--- src/rtl/fetch_decode_unit.sv ---
// ---------------------------------------------------------------------------
// fetch_decode_unit
//
// Purpose:
//   Instruction-fetch sequencing and decode for the 9-bit ISA core. Holds the
//   D-bit program counter, a 16-entry branch-target lookup table, and the
//   combinational opcode decoder that drives the datapath control strobes.
//   Sits between the instruction ROM (reads prog_ctr, returns mach_code) and
//   the register-file / ALU / data-memory datapath.
//
// Parameters:
//   D        program counter width (default 12)
//   DONE_PC  PC value at which done asserts (default 165)
//
// Ports:
//   clk          in   1   rising-edge clock
//   reset        in   1   synchronous, active-low reset
//   mach_code    in   9   current instruction from instruction ROM
//   branch_flag  in   1   registered ALU "one" flag from datapath
//   reljump_en   in   1   relative-jump request
//   prog_ctr     out  D   current program counter
//   InstType     out  2   00 R-type, 10 I-type, 01 move-immediate
//   BranchInst   out  1   branch opcode strobe
//   MemRead      out  1   data-memory read strobe
//   MemWrite     out  1   data-memory write strobe
//   ALUSrc       out  1   ALU B-operand select (1 = register)
//   RegWrite     out  1   register-file write strobe
//   MemtoReg     out  1   write-back source select (1 = memory)
//   ALUOp        out  4   ALU command
//   done         out  1   program-complete indicator
//
// Configuration:
//   FETCH_HALT_EN  when defined, opcode 11111 halts the core: the PC freezes at
//                  the halt instruction's address and done stays high until
//                  reset. When undefined, 11111 is a NOP and no halt state
//                  exists.
// ---------------------------------------------------------------------------
module fetch_decode_unit #(
  parameter int D       = 12,
  parameter int DONE_PC = 165
) (
  input  logic         clk,
  input  logic         reset,
  input  logic [8:0]   mach_code,
  input  logic         branch_flag,
  input  logic         reljump_en,
  output logic [D-1:0] prog_ctr,
  output logic [1:0]   InstType,
  output logic         BranchInst,
  output logic         MemRead,
  output logic         MemWrite,
  output logic         ALUSrc,
  output logic         RegWrite,
  output logic         MemtoReg,
  output logic [3:0]   ALUOp,
  output logic         done
);

  logic [4:0]   op;
  logic [7:0]   lut_val;
  logic [D-1:0] target;
  logic         absj;
  logic         halted;
  logic         halt_op;

  assign op = mach_code[8:4];

  // Opcode decoder. Ordered tests on the high opcode bits; the two special
  // encodings in the 0xxxx space must be tested before the generic R-type.
  always_comb begin
    InstType   = 2'b00;
    BranchInst = 1'b0;
    MemRead    = 1'b0;
    MemWrite   = 1'b0;
    ALUSrc     = 1'b1;
    RegWrite   = 1'b0;
    MemtoReg   = 1'b0;
    ALUOp      = 4'b0000;
    if (op == 5'b01110) begin
      // compare: updates flags only, no register write-back
      ALUOp = 4'b1110;
    end else if (op == 5'b01111) begin
      // addi: immediate operand on the ALU B input
      ALUSrc   = 1'b0;
      RegWrite = 1'b1;
    end else if (op[4] == 1'b0) begin
      ALUOp    = op[3:0];
      RegWrite = 1'b1;
    end else if (op[3] == 1'b0) begin
      // 10xxx load
      InstType = 2'b10;
      MemRead  = 1'b1;
      MemtoReg = 1'b1;
      RegWrite = 1'b1;
    end else if (op[2] == 1'b0) begin
      // 110xx movi
      InstType = 2'b01;
      RegWrite = 1'b1;
    end else if (op[1] == 1'b0) begin
      // 1110x store
      InstType = 2'b10;
      MemWrite = 1'b1;
    end else if (op[0] == 1'b0) begin
      // 11110 branch
      BranchInst = 1'b1;
    end
    // 11111 (halt / NOP) leaves every strobe at its default
  end

  // Branch-target table: entry k holds 16*k. Written out as a table so the
  // contents can be re-programmed per program without touching the PC logic.
  always_comb begin
    lut_val = 8'd0;
    case (mach_code[3:0])
      4'd0:  lut_val = 8'd0;
      4'd1:  lut_val = 8'd16;
      4'd2:  lut_val = 8'd32;
      4'd3:  lut_val = 8'd48;
      4'd4:  lut_val = 8'd64;
      4'd5:  lut_val = 8'd80;
      4'd6:  lut_val = 8'd96;
      4'd7:  lut_val = 8'd112;
      4'd8:  lut_val = 8'd128;
      4'd9:  lut_val = 8'd144;
      4'd10: lut_val = 8'd160;
      4'd11: lut_val = 8'd176;
      4'd12: lut_val = 8'd192;
      4'd13: lut_val = 8'd208;
      4'd14: lut_val = 8'd224;
      4'd15: lut_val = 8'd240;
      default: lut_val = 8'd0;
    endcase
  end

  assign target = D'(lut_val);
  assign absj   = BranchInst & branch_flag;

`ifdef FETCH_HALT_EN
  assign halt_op = (op == 5'b11111);

  // Halt latch: set by the halt opcode, cleared only by reset.
  always_ff @(posedge clk) begin
    if (!reset) begin
      halted <= 1'b0;
    end else if (halt_op) begin
      halted <= 1'b1;
    end
  end
`else
  assign halt_op = 1'b0;
  assign halted  = 1'b0;
`endif

  // Next-PC selection. The halt opcode itself also holds the PC so that the
  // frozen address is the halt instruction's own address.
  always_ff @(posedge clk) begin
    if (!reset) begin
      prog_ctr <= '0;
    end else if (halted || halt_op) begin
      prog_ctr <= prog_ctr;
    end else if (absj) begin
      prog_ctr <= target;
    end else if (reljump_en) begin
      prog_ctr <= prog_ctr + target;
    end else begin
      prog_ctr <= prog_ctr + D'(1);
    end
  end

  assign done = (prog_ctr == D'(DONE_PC)) | halted;

endmodule

--- config.mk ---
export PLATFORM = sky130hd
export DESIGN_NAME = fetch_decode_unit
export DESIGN_NICKNAME = d
export VERILOG_FILES = /design/src/rtl/fetch_decode_unit.sv
export SDC_FILE = /design/constraint.sdc
export NUM_CORES = 1
export LEC_CHECK = 0
export ABC_CLOCK_PERIOD_IN_PS = 2600
export CAP_MARGIN = 20
export CORE_UTILIZATION = 46
export DETAILED_ROUTE_END_ITERATION = 12
export PLACE_DENSITY_LB_ADDON = 0.1
export SLEW_MARGIN = 10
export SYNTH_ARGS = -nofsm -noshare
export SYNTH_HDL_FRONTEND = slang
export SYNTH_SLANG_ARGS = --single-unit
--- constraint.sdc ---
create_clock -name clk -period 2.6 [get_ports clk]
set_input_delay 0.52 -clock clk [delete_from_list [all_inputs] [get_ports clk]]
set_output_delay 0.52 -clock clk [all_outputs]
set_load 0.03 [all_outputs]
==> flow_summary.yaml, run 1 <==
run_status:
  status: "finished clean"
min_path:
  hold_path.class: "reg2reg"
  hold_depth: 2
  worstHoldStart: "prog_ctr[11]"
  min_to: "prog_ctr[11]"
logic_synthesis:
  syn-cell-area_um2: 941
  synthArstFlopShare_pct: 0
  synth_seq_area_share_pct: 25.5
  ys.flop_type: "dfxtp_1"
  synth_edf_count: 0
  avgSynthCellArea_um2: 8.25
  ys_warn_count: 0
  ys_seq_elements: 12
  synth.distinct_cells: 37
  syn_nets: 134
  synthCells: 114
place:
  gp_congestion: 0.824
  pre_cts_slack_ns: -0.101
  dp_hpwl_um: 2110
  io_buffers: 37
timing:
  finalMaxSlewViolations: 0
  slew_headroom_pct: 77.4
  period_needed_ns: 2.56
  finalSetupViolations: 0
  skew_ns: 0.00106
  hold_violations: 0
  final.setup.worst_slack_ns: 0.0373
  fmaxAchievable_mhz: 390
  rsz0062_at_grt: "no"
  tightestPinTransition_ns: 0.338
  min_period_over_period_pct: 98.6
setup_path:
  reg2reg_slack_ns: 0.54
  reg2reg_from: "prog_ctr[4]"
  timing.rr.end: "prog_ctr[10]"
  crit_type: "in2out"
  required_ns: 2.08
  critPathLaunchType: "primary input"
  worstPathArrival_ns: 2.04
  cp-end-kind: "primary output"
  cp_max_fo: 3
  r2r_cells: 8
cts:
  holdBufCountCts: 0
  numClockSinks: 12
  root_buffer: "clkbuf_4"
  cts_setup_buffers: 0
  cts_tree: "built"
  clk_pin_slew_ns: 0.08
  cts_buffers: 3
  worstSkewPairLatency_ns: 0.28
  h-tree-depth: 1
  cts_buffer_depth: 2
floorplan:
  die_x_um: 47.2
  rows: 15
  core_area_um2: 1820
  io_pins: 38
  start_util_pct: 51.7
  die_h_um: 47.2
  die-area_um2: 2230
global_route:
  grt_pass1_wl_um: 4310
  grt_pass1_vias: 974
  grt_use_total_pct: 28.0
  overflow: 0
  antenna_found_initial: 0
  grt_max_degree: 13
pwr:
  p_seq_share_pct: 35.6
  p_clk_share_pct: 25.8
  irDropWorstVdd_v: 0.000297
  power_density_nw_per_um2: 404
  p_int_uw: 387
  p_switching_uw: 201
  switching_share_pct: 34.2
  p_leak_uw: 0.000646
  combPwrFrac_pct: 38.6
route:
  first_pass_iters: 4
  ant_nets: 0
  drt_iter0_drc: 20
  vias: 1043
  post_drt_wl_per_cell_um: 13.9
  drcViolationCount: 0
  routed_wl_um: 2680
  via_per_inst: 5.43
layout:
  drive_gt1_share_pct: 20.4
  final-seq-area_um2: 240
  reg_top3: "prog_ctr (12)"
  largest_reg_flops: 12
  largest_register: "prog_ctr"
  area_growth_pct: 54.8
  finalNetCount: 188
  num-fill-cells: 136
  fin_util_pct: 80.0
  antenna_cells: 0
  multi_input_area_um2: 643
run:
  cap_violations: 0
layer usage:
metal,GRT usage [%],vias to the layer above,wire (µm)
met4,10.9,0,50
met3,6.92,6,144
met1,31.4,486,1090
li1,-,518,-
met2,50.1,33,1400
met5,0,-,0
cell families after synthesis:
kind of cell / share of synthesized area [%]
AO/OA/AOI/OAI: 17.0
XOR/XNOR: 10.2
adder cells (fa/ha/maj): 10.1
buffers and inverters: 6.12
flip-flops: 25.5
multiplexers: 2.13
AND/OR/NAND/NOR: 28.9
final cells by class:
cell class | count | area share [%]
Multi-Input combinational cell | 91 | 44.2
Inverter | 7 | 1.80
Sequential cell | 12 | 16.5
Tap cell | 25 | 2.15
Clock buffer | 4 | 2.49
Timing Repair Buffer | 53 | 32.9
power groups by stage:
stage / registers [µW] / logic, µW / clock network, µW
floorplan: 241 / 95.9 / 0
CTS: 209 / 227 / 157
global placement: 213 / 218 / 0
global route: 211 / 245 / 165
detailed placement: 214 / 227 / 0
finish: 209 / 227 / 152
cells in the mapped netlist, types with 2 or more instances:
library cell  number  share of area, %
dfxtp_1           12                26
nor2_1            12               4.8
nand2_1           10               4.0
inv_1              7               2.8
ha_1               6               8.0
nor3_1             6               3.2
o21ai_0            6               3.2
xor2_1             6               5.6
a21oi_1            5               2.7
xnor2_1            5               4.7
a311oi_1           3               2.8
nand3_1            3               1.6
and3_2             2               1.6
and4_4             2               2.4
buf_2              2               1.1
mux2i_1            2               2.1
nand4_1            2               1.3
o211ai_2           2               2.7
o21a_1             2               1.6
or4_1              2               1.6
worst max path at each step:
stage | endpoint | from
after floorplan | done | prog_ctr[5]
after global placement | ALUSrc | mach_code[4]
after detailed placement | ALUSrc | mach_code[4]
after CTS | InstType[0] | mach_code[6]
after global routing | InstType[1] | mach_code[6]
final | InstType[1] | mach_code[6]
metrics by stage:
stage               cell area, µm²  TNS (ns)  total power [µW]  hold slack, ns  std cells
global placement              1420   -0.0714               432           0.524        188
detailed placement            1420    -0.147               440           0.523        188
floorplan                      941         0               337           0.629        114
global route                  1460         0               621           0.587        192
finish                        1460         0               588           0.548        192
CTS                           1450         0               594           0.549        192
worst max-delay path, cell delays in order:
cell	delay, ns
clkdlybuf4s50_1	0.51
buf_4	0.13
nand2_1	0.05
a21oi_1	0.14
clkdlybuf4s50_1	0.68
layout by cell type (no fill, tap or decap), drive strengths merged, types with 2 or more instances in the layout:
master,netlist,final
o21a,2,2
ha,6,6
a311oi,3,3
mux2i,2,2
inv,7,7
nor3,6,6
dlymetal6s2s,0,2
o21ai,6,6
or4,2,2
dfxtp,12,12
nand4,2,2
buf,3,21
nand2b,2,2
xnor2,5,5
o211ai,2,2
xor2,6,6
dlygate4sd2,0,3
clkdlybuf4s50,0,27
clkbuf,1,4
nand3,3,3
and3,3,3
and4,2,2
nor2,12,12
a21oi,5,5
nand2,10,10
what timing repair did:
item                                    in CTS  in global routing
resized for setup                            3                  2
gates cloned                                 0                  0
endpoints found under the setup margin       3                  2
Note: power is estimated with default switching activity, not from simulation.
==> run 2, diff against run 1 <==
==> constraint.sdc (replaced) <==
create_clock -name clk -period 2.6 [get_ports clk]
set_input_delay 0.39 -clock clk [delete_from_list [all_inputs] [get_ports clk]]
set_output_delay 0.39 -clock clk [all_outputs]
set_load 0.03 [all_outputs]
==> flow_summary.yaml, run 2 (synthesized netlist as in run 1, its figures left out) <==
run_status:
  status: "finished clean"
cts:
  worstSkewPairLatency_ns: 0.27
  cts_buffer_depth: 2
  clk_pin_slew_ns: 0.07
  cts_buffers: 3
  numClockSinks: 12
  holdBufCountCts: 0
  root_buffer: "clkbuf_4"
  cts_tree: "built"
  h-tree-depth: 1
route:
  post_drt_wl_per_cell_um: 13.8
  first_pass_iters: 4
  drcViolationCount: 0
  vias: 1005
  drt_iter0_drc: 12
  routed_wl_um: 2530
  ant_nets: 0
  via_per_inst: 5.49
floorplan:
  die_x_um: 47.2
  start_util_pct: 51.7
  io_pins: 38
  die_h_um: 47.2
  die-area_um2: 2230
  core_area_um2: 1820
  rows: 15
timing:
  tightestPinTransition_ns: 0.346
  fmaxAchievable_mhz: 394
  finalMaxSlewViolations: 0
  hold_violations: 0
  slew_headroom_pct: 76.8
  tns_ns: 0
  min_period_over_period_pct: 97.7
  period_needed_ns: 2.54
  skew_ns: 0.00405
  rsz0062_at_grt: "no"
  finalSetupViolations: 0
layout:
  drive_gt1_share_pct: 12.7
  largest_register: "prog_ctr"
  final_common_cell: "clkdlybuf4s50_1"
  layout_common_cells: "clkdlybuf4s50_1, nor2_1, dfxtp_1"
  finalNetCount: 179
  largest_reg_flops: 12
  finish.instance_area_um2: 1400
  stdcell_count: 183
  area_growth_pct: 48.7
  antenna_cells: 0
  reg_top3: "prog_ctr (12)"
setup_path:
  cp_slowest_cell: "clkdlybuf4s50_1"
  cp-end-kind: "primary output"
  crit_chain: "clkdlybuf4s50_1, inv_1, or4_1, clkdlybuf4s50_1"
  crit_buf_inv: 3
  required_ns: 2.21
  crit_family: "buffers and inverters"
  crit_type: "in2out"
  reg2reg_from: "prog_ctr[4]"
  cp_max_fo: 4
  cpPeakStageDelay_ns: 0.61
  crit_path_start: "mach_code[4]"
  cp_common_cell: "clkdlybuf4s50_1"
  worstPathArrival_ns: 2.15
  critPathLaunchType: "primary input"
place:
  dp_hpwl_um: 2030
  dp_cells: 179
  placed_cell_area_um2: 1360
  gp_congestion: 0.834
  io_buffers: 37
pwr:
  power_density_nw_per_um2: 411
  finalPower_uw: 575
  p_leak_uw: 0.000574
  irDropWorstVdd_v: 0.000313
min_path:
  hold_path.class: "reg2reg"
  worstHoldStart: "prog_ctr[11]"
global_route:
  antenna_found_initial: 0
  grt_pass1_vias: 922
  grt_pass1_wl_um: 3880
  grt_use_total_pct: 24.9
  grt_max_degree: 13
  overflow: 0
run:
  cap_violations: 0
run 2: worst paths after layout:
| path | end | depth (start not counted) | slack [ns] |
|---|---|---|---|
| min reg2reg | prog_ctr[11] | 2 | 0.56 |
| min | prog_ctr[11] | 2 | 0.56 |
| max | ALUSrc | 4 | 0.06 |
| max reg2reg | prog_ctr[10] | 8 | 0.57 |
run 2: routing by layer:
metal	vias up	routed length, µm	part of all wire, %	global-route usage (%)
met5	-	0	0	0
met4	0	23	0.91	8.57
met3	4	138	5.5	5.00
met2	38	1320	52	44.9
met1	466	1050	41	28.8
li1	497	-	-	-
run 2: what timing repair did:
action / CTS / global route
endpoints found under the hold margin: 0 / 0
resized for setup: 1 / 0
buffers inserted: 0 / 0
setup endpoints to repair: 1 / 0
run 2: power breakdown:
group | internal, µW | switching [µW]
Sequential | 196 | 16.9
Clock | 85.1 | 64.3
Combinational | 98.2 | 115
run 2: layout make-up:
| class | instances | area (µm²) |
|---|---|---|
| tap | 25 | 31.3 |
| inverter | 7 | 26.3 |
| sequential | 12 | 240 |
| multi-input combinational | 91 | 643 |
| clock buffer | 4 | 36.3 |
| fill | 131 | 422 |
| timing repair buffer | 44 | 422 |
run 2: stage by stage:
stage	hold slack, ns	util [%]	worst slack, ns
floorplan	0.499	-	0.264
global placement	0.525	74.9	0.128
detailed placement	0.543	74.9	0.0593
CTS	0.564	76.8	0.0660
global route	0.624	76.8	0.0407
finish	0.563	76.8	0.0591
run 2: tightest hold or removal path: cells and delay by family (launching register included):
family	cells	cell delay, ns
and+or+nand+nor	1	0.08
DFF	1	0.36
xor gates and xnor gates	1	0.08
